==> config.mk <==
export PLATFORM = sky130hd
export DESIGN_NAME = fifo_top_in
export DESIGN_NICKNAME = d
export VERILOG_FILES = /design/src/rtl/fifo_top_in_pkg.sv /design/src/rtl/fifo_core.sv /design/src/rtl/fifo_top_in.sv
export SDC_FILE = /design/constraint.sdc
export NUM_CORES = 1
export LEC_CHECK = 0
export BUFFER_PORTS_ARGS = -buffer_cell sky130_fd_sc_hd__buf_2
export CORE_UTILIZATION = 40
export CTS_CLUSTER_SIZE = 25
export DETAILED_ROUTE_END_ITERATION = 10
export SYNTH_ARGS = -nofsm -noshare
export SYNTH_HDL_FRONTEND = slang
export SYNTH_SLANG_ARGS = --single-unit
==> constraint.sdc <==
create_clock -name clk -period 7.44 [get_ports clk]
set_clock_uncertainty 0.1 [all_clocks]
set_input_delay 1.86 -clock clk [delete_from_list [all_inputs] [get_ports clk]]
set_output_delay 1.86 -clock clk [all_outputs]
set_load 0.1 [all_outputs]
==> src/rtl/fifo_top_in_pkg.sv <==
// Shared constants and types for the factorial-machine operand input FIFO.
// Optional feature macro: FIFO_CLEAR_EN (write to ADDR_CLR flushes the FIFO).
package fifo_top_in_pkg;
  localparam int DATA_W = 32;
  localparam int DEPTH  = 8;
  localparam int CNT_W  = 4;
  localparam int PTR_W  = $clog2(DEPTH);

  localparam logic [7:0] ADDR_POP  = 8'h10;
  localparam logic [7:0] ADDR_PUSH = 8'h11;
  localparam logic [7:0] ADDR_CLR  = 8'h12;

  localparam int FLG_FULL   = 0;
  localparam int FLG_EMPTY  = 1;
  localparam int FLG_WR_ACK = 2;
  localparam int FLG_WR_ERR = 3;
  localparam int FLG_RD_ACK = 4;
  localparam int FLG_RD_ERR = 5;
  localparam int FLG_W      = 6;

  // Packed so that member order matches the exported flag bit indices.
  typedef struct packed {
    logic rd_err;
    logic rd_ack;
    logic wr_err;
    logic wr_ack;
    logic empty;
    logic full;
  } fifo_flag_t;

  // Decoded single-cycle bus access towards the core.
  typedef struct packed {
    logic push;
    logic pop;
    logic clr;
  } fifo_req_t;
endpackage

==> src/rtl/fifo_core.sv <==
// Circular buffer with head/tail/count and registered ack/err pulses.
module fifo_core
  import fifo_top_in_pkg::*;
(
  input  logic              clk,
  input  logic              reset_n,
  input  fifo_req_t         req,
  input  logic [DATA_W-1:0] wdata,
  output logic [DATA_W-1:0] rdata,
  output logic [CNT_W-1:0]  count,
  output fifo_flag_t        flag
);
  logic [DEPTH-1:0][DATA_W-1:0] mem;
  logic [PTR_W-1:0]             head, tail;
  logic                         full, empty;
  logic                         do_push, do_pop;
  logic                         wr_ack, wr_err, rd_ack, rd_err;

  assign full    = (count == CNT_W'(DEPTH));
  assign empty   = (count == '0);
  assign do_push = req.push && !full;
  assign do_pop  = req.pop && !empty;
  assign rdata   = mem[head];

  // Storage array: written on accepted push only, never cleared by reset.
  always_ff @(posedge clk) begin
    if (do_push) mem[tail] <= wdata;
  end

  // Pointers, occupancy and one-cycle handshake pulses.
  always_ff @(posedge clk) begin
    if (!reset_n) begin
      head   <= '0;
      tail   <= '0;
      count  <= '0;
      wr_ack <= 1'b0;
      wr_err <= 1'b0;
      rd_ack <= 1'b0;
      rd_err <= 1'b0;
    end else begin
      wr_ack <= do_push || req.clr;
      wr_err <= req.push && full;
      rd_ack <= do_pop;
      rd_err <= req.pop && empty;
      if (req.clr) begin
        head  <= '0;
        tail  <= '0;
        count <= '0;
      end else if (do_push) begin
        tail  <= tail + 1'b1;
        count <= count + 1'b1;
      end else if (do_pop) begin
        head  <= head + 1'b1;
        count <= count - 1'b1;
      end
    end
  end

  assign flag = '{rd_err: rd_err, rd_ack: rd_ack, wr_err: wr_err,
                  wr_ack: wr_ack, empty: empty, full: full};
endmodule

==> src/rtl/fifo_top_in.sv <==
// Bus-mapped 8x32 operand input FIFO: address decode and registered read mux.
// Optional feature macro: FIFO_CLEAR_EN maps a flush command at ADDR_CLR.
module fifo_top_in
  import fifo_top_in_pkg::*;
(
  input  logic              clk,
  input  logic              reset_n,
  input  logic              sel,
  input  logic              wr,
  input  logic [7:0]        address,
  input  logic [DATA_W-1:0] din,
  output logic [DATA_W-1:0] dout,
  output logic [CNT_W-1:0]  fifo_cnt,
  output logic [FLG_W-1:0]  fifo_flag
);
  fifo_req_t         req;
  fifo_flag_t        flag;
  logic [DATA_W-1:0] rdata;
  logic              stat_rd;
  logic [DATA_W-1:0] dout_nxt;

  assign req.push = sel && wr && (address == ADDR_PUSH);
  assign req.pop  = sel && !wr && (address == ADDR_POP);
`ifdef FIFO_CLEAR_EN
  assign req.clr  = sel && wr && (address == ADDR_CLR);
`else
  assign req.clr  = 1'b0;
`endif
  assign stat_rd  = sel && !wr && (address == ADDR_PUSH);

  fifo_core u_core (
    .clk     (clk),
    .reset_n (reset_n),
    .req     (req),
    .wdata   (din),
    .rdata   (rdata),
    .count   (fifo_cnt),
    .flag    (flag)
  );

  assign fifo_flag = flag;

  // Read data select: popped word, status snapshot, or zero for anything else.
  always_comb begin
    dout_nxt = '0;
    if (req.pop && !flag.empty)
      dout_nxt = rdata;
    else if (stat_rd)
      dout_nxt = {{(DATA_W-FLG_W-CNT_W){1'b0}}, fifo_flag, fifo_cnt};
  end

  // Registered read data, one-cycle latency after the sampling edge.
  always_ff @(posedge clk) begin
    if (!reset_n) dout <= '0;
    else          dout <= dout_nxt;
  end
endmodule

==> Implementation_results.wiki <==
{| class="wikitable"
! Metric !! Value
|-
| Sort of element at the start of the critical path || flip-flop
|-
| Async set-reset flop share out of synthesis || 0%
|-
| Summed negative setup slack over all endpoints || 0 ns
|-
| Worst-path cell chain || nor4_1, buf_2
|-
| Register-to-register setup slack || 4.72 ns
|-
| Synthesis-to-finish area growth || 16.5%
|-
| Number of sinks handled by clock tree synthesis || 302
|-
| Post-synth top cells || edfxtp_1 (256), mux4_2 (63), dfxtp_1 (46), mux2i_1 (37), nor2_1 (27)
|-
| Max_cap viols || 0
|-
| Global-route wire length before repair || 32900 um
|-
| Type of the tightest min-delay check || flip-flop to flip-flop
|-
| Launching point of the worst reg2reg path || u_core.head[0]$_SDFFE_PN0P_
|-
| Critical Path Sink Type || output pin
|-
| Total grt overflow || 0
|-
| Buffers on Ports || 85
|-
| Leading post-synthesis cells by cell area || edfxtp_1 (68%), mux4_2 (13%), dfxtp_1 (8.2%)
|-
| Largest net degree at the start of global routing || 69
|-
| Number of buffers created by CTS || 31
|-
| Most repeated cell in the gate-level netlist after synthesis || edfxtp_1
|-
| H-tree level count || 1
|-
| Worst reg2reg path endpoint || dout[7]$_SDFF_PN0_
|-
| Share of the yosys chip area belonging to registers || 76.6%
|-
| Number of warnings issued by yosys || 0
|-
| Die Wd || 170 um
|-
| Cell area after synthesis || 0.0112 sq mm
|-
| Post-synth top area cell || edfxtp_1
|-
| Worst Path Max Fanout || 8
|-
| Synthesized flop and latch total || 302
|-
| CP top delay family || simple AND/OR/NAND/NOR gates
|-
| Final count of negative-setup-slack endpoints || 0
|-
| Count of distinct cell types in the synthesized netlist || 40
|-
| Top flip-flop cell by instance count after synthesis || edfxtp_1
|-
| Buffer levels on the longest clock path || 3
|-
| Top Ports || 86
|-
| GRT Resource Usage Total || 15.1%
|-
| CTS clk-pin slew, worst paths || 0.06 ns
|-
| Routed length per instance || 20.1 um
|-
| Quantity of gates resized following cts || 0
|-
| LEAKAGE || 4.24 nW
|-
| Vias in the first global route || 5812
|-
| Fraction of the core area covered by cells at the end of the flow || 48.0%
|-
| Post-layout nets || 694
|-
| Source-to-sink clock delay at the later pin of the worst-skew pair || 0.55 ns
|-
| Critical setup path kind || flip-flop to output pin
|-
| Worst EP required || 5.48 ns
|-
| Per-instance average area after synthesis || 20.5 sq um
|-
| Power density relative to cell area || 254 mW/mm^2
|-
| Count of antenna-violating nets left after detailed routing || 0
|-
| Via count || 5358
|-
| Buffer type at the clock tree root || clkbuf_16
|-
| Time the final worst path needs with I/O delays and setup || 4.32 ns
|-
| Core outline area || 0.0273 sq mm
|-
| Detailed-route DRC error count || 0
|-
| Placed wire-length estimate after detailed placement || 11700 um
|-
| Post-synthesis net count || 596
|-
| FP Rows || 60
|-
| Setup repair after global routing missed its margin || false
|-
| Cell with the biggest individual delay on the critical path || nor4_1
|-
| Min-Delay Startpoint || u_core.rd_ack$_SDFF_PN0_
|-
| Cell count of the worst reg-to-reg path || 4
|-
| Die Outline Area || 0.0288 sq mm
|-
| Max Clk Rate || 0.231 GHz
|-
| Normalized max-slew margin || 26.8%
|-
| Number of antenna violations at the first check in global routing || 4
|-
| Measured slew at the worst slew-check pin || 1.10 ns
|-
| Delay contributed by the slowest stage of the critical path || 0.82 ns
|-
| Hold-fix buffer count after cts || 0
|-
| Hold worst-path end || dout[8]$_SDFF_PN0_
|-
| Final period util || 58.1%
|-
| Initial cell density of the core || 41.2%
|-
| Total power consumption of the routed design || 3.32 mW
|-
| Data arrival time of the critical path || 2.36 ns
|-
| Number of synthesized flops with an enable pin || 256
|-
| Number of instances on the worst hold path || 1
|-
| Outcome || complete, no violations
|-
| Setup fix buffers added after clock tree synthesis || 0
|-
| Maximum ir drop on the vdd rail || 0.140 mV
|-
| Hold Violations, Final || 0
|-
| Final count of pins violating max slew || 0
|-
| Share of post-route cells with drive strength above 1 || 32.8%
|-
| Via density per instance || 5.12
|-
| Total wire length after detailed routing || 21000 um
|-
| Area share of the largest cell type after synthesis || 68.4%
|-
| Routability cong. || 0.817
|-
| Die extent in y || 170 um
|-
| TritonCTS clock tree || built
|-
| First-pass DRT Iterations || 4
|-
| CP Buf/Inv Count || 1
|-
| DRT iter0 DRCs || 328
|-
| Number of standard cells after synthesis || 547
|}
[state kept, by name, indices dropped and copies added (netlist names)]
| signal | count |
|---|---|
| u_core.count | 4 |
| u_core.tail | 3 |
| u_core.mem | 256 |
| dout | 32 |
| u_core.wr_ack | 1 |
| u_core.rd_err | 1 |
| u_core.rd_ack | 1 |
| u_core.wr_err | 1 |
| u_core.head | 3 |
[cell usage in the layout, fill, tap and decap left out, types with 3 or more instances in the layout]
cell / n
clkbuf_1: 9
nor2_1: 26
buf_2: 85
nor3_1: 4
nor3_2: 4
inv_1: 4
a21oi_1: 6
mux4_2: 63
clkbuf_16: 31
diode_2: 4
clkinv_2: 8
o21ai_0: 4
nor4_1: 3
ha_1: 4
nand3_1: 6
o2bb2ai_1: 9
nand2_1: 13
edfxtp_1: 256
buf_4: 10
dfxtp_1: 43
mux2i_1: 37
nand2b_1: 4
clkinv_1: 3
[worst max path at each step]
stage | depth (start not counted) | slack (ns) | end | from
floorplan | 4 | 0.50 | u_core.mem[32]$_DFFE_PP_ | address[7]
global placement | 5 | 2.80 | u_core.mem[243]$_DFFE_PP_ | address[7]
detailed placement | 5 | 2.72 | u_core.mem[241]$_DFFE_PP_ | address[7]
CTS | 2 | 3.13 | fifo_flag[1] | u_core.count[0]$_SDFFE_PN0P_
global route | 2 | 3.05 | fifo_flag[1] | u_core.count[0]$_SDFFE_PN0P_
finish | 2 | 3.12 | fifo_flag[1] | u_core.count[0]$_SDFFE_PN0P_
[per-layer routing]
| layer | track usage, % | vias up | wire length (um) |
|---|---|---|---|
| met4 | 4.23 | 0 | 299 |
| met1 | 19.0 | 2804 | 8760 |
| li1 | - | 2421 | - |
| met5 | 0 | - | 0 |
| met2 | 26.6 | 110 | 11000 |
| met3 | 2.94 | 23 | 964 |
[power by group]
group	switching (mW)	internal, mW	leakage, nW
Clock	0.612	0.846	0.473
Sequential	0.0000982	1.83	2.67
Combinational	0.0235	0.0100	1.10
[cells by family (layout without fill, tap and decap cells)]
logic type	Yosys count	in the layout	synth area share [%]
adders and majority gates	5	5	0.624
buffers and inverters	34	157	1.44
other	0	4	0
AOI/OAI and AO/OA	25	25	1.58
and+or+nand+nor	80	80	3.70
xor gates and xnor gates	1	1	0.0780
DFF	302	302	76.6
muxes	100	100	15.9
[layout make-up]
type	instances	area [sq um]
clock inverter	17	141
antenna	4	10.0
timing repair buffer	95	500
tap	372	465
inverter	4	15.0
fill	2248	14200
sequential	302	8610
clock buffer	41	823
multi-input combinational	211	2510
[metrics by stage]
step / worst slack (ns) / std cells / area, sq um / hold slack [ns]
6_report: 3.12 / 1046 / 13100 / 0.357
5_1_grt: 3.05 / 1044 / 13100 / 0.396
4_1_cts: 3.13 / 1042 / 13100 / 0.364
3_5_place_dp: 2.72 / 984 / 12100 / 0.349
3_3_place_gp: 2.80 / 984 / 12100 / 0.341
2_1_floorplan: 0.497 / 547 / 11200 / 0.334
(Power assumes the default switching activity.)
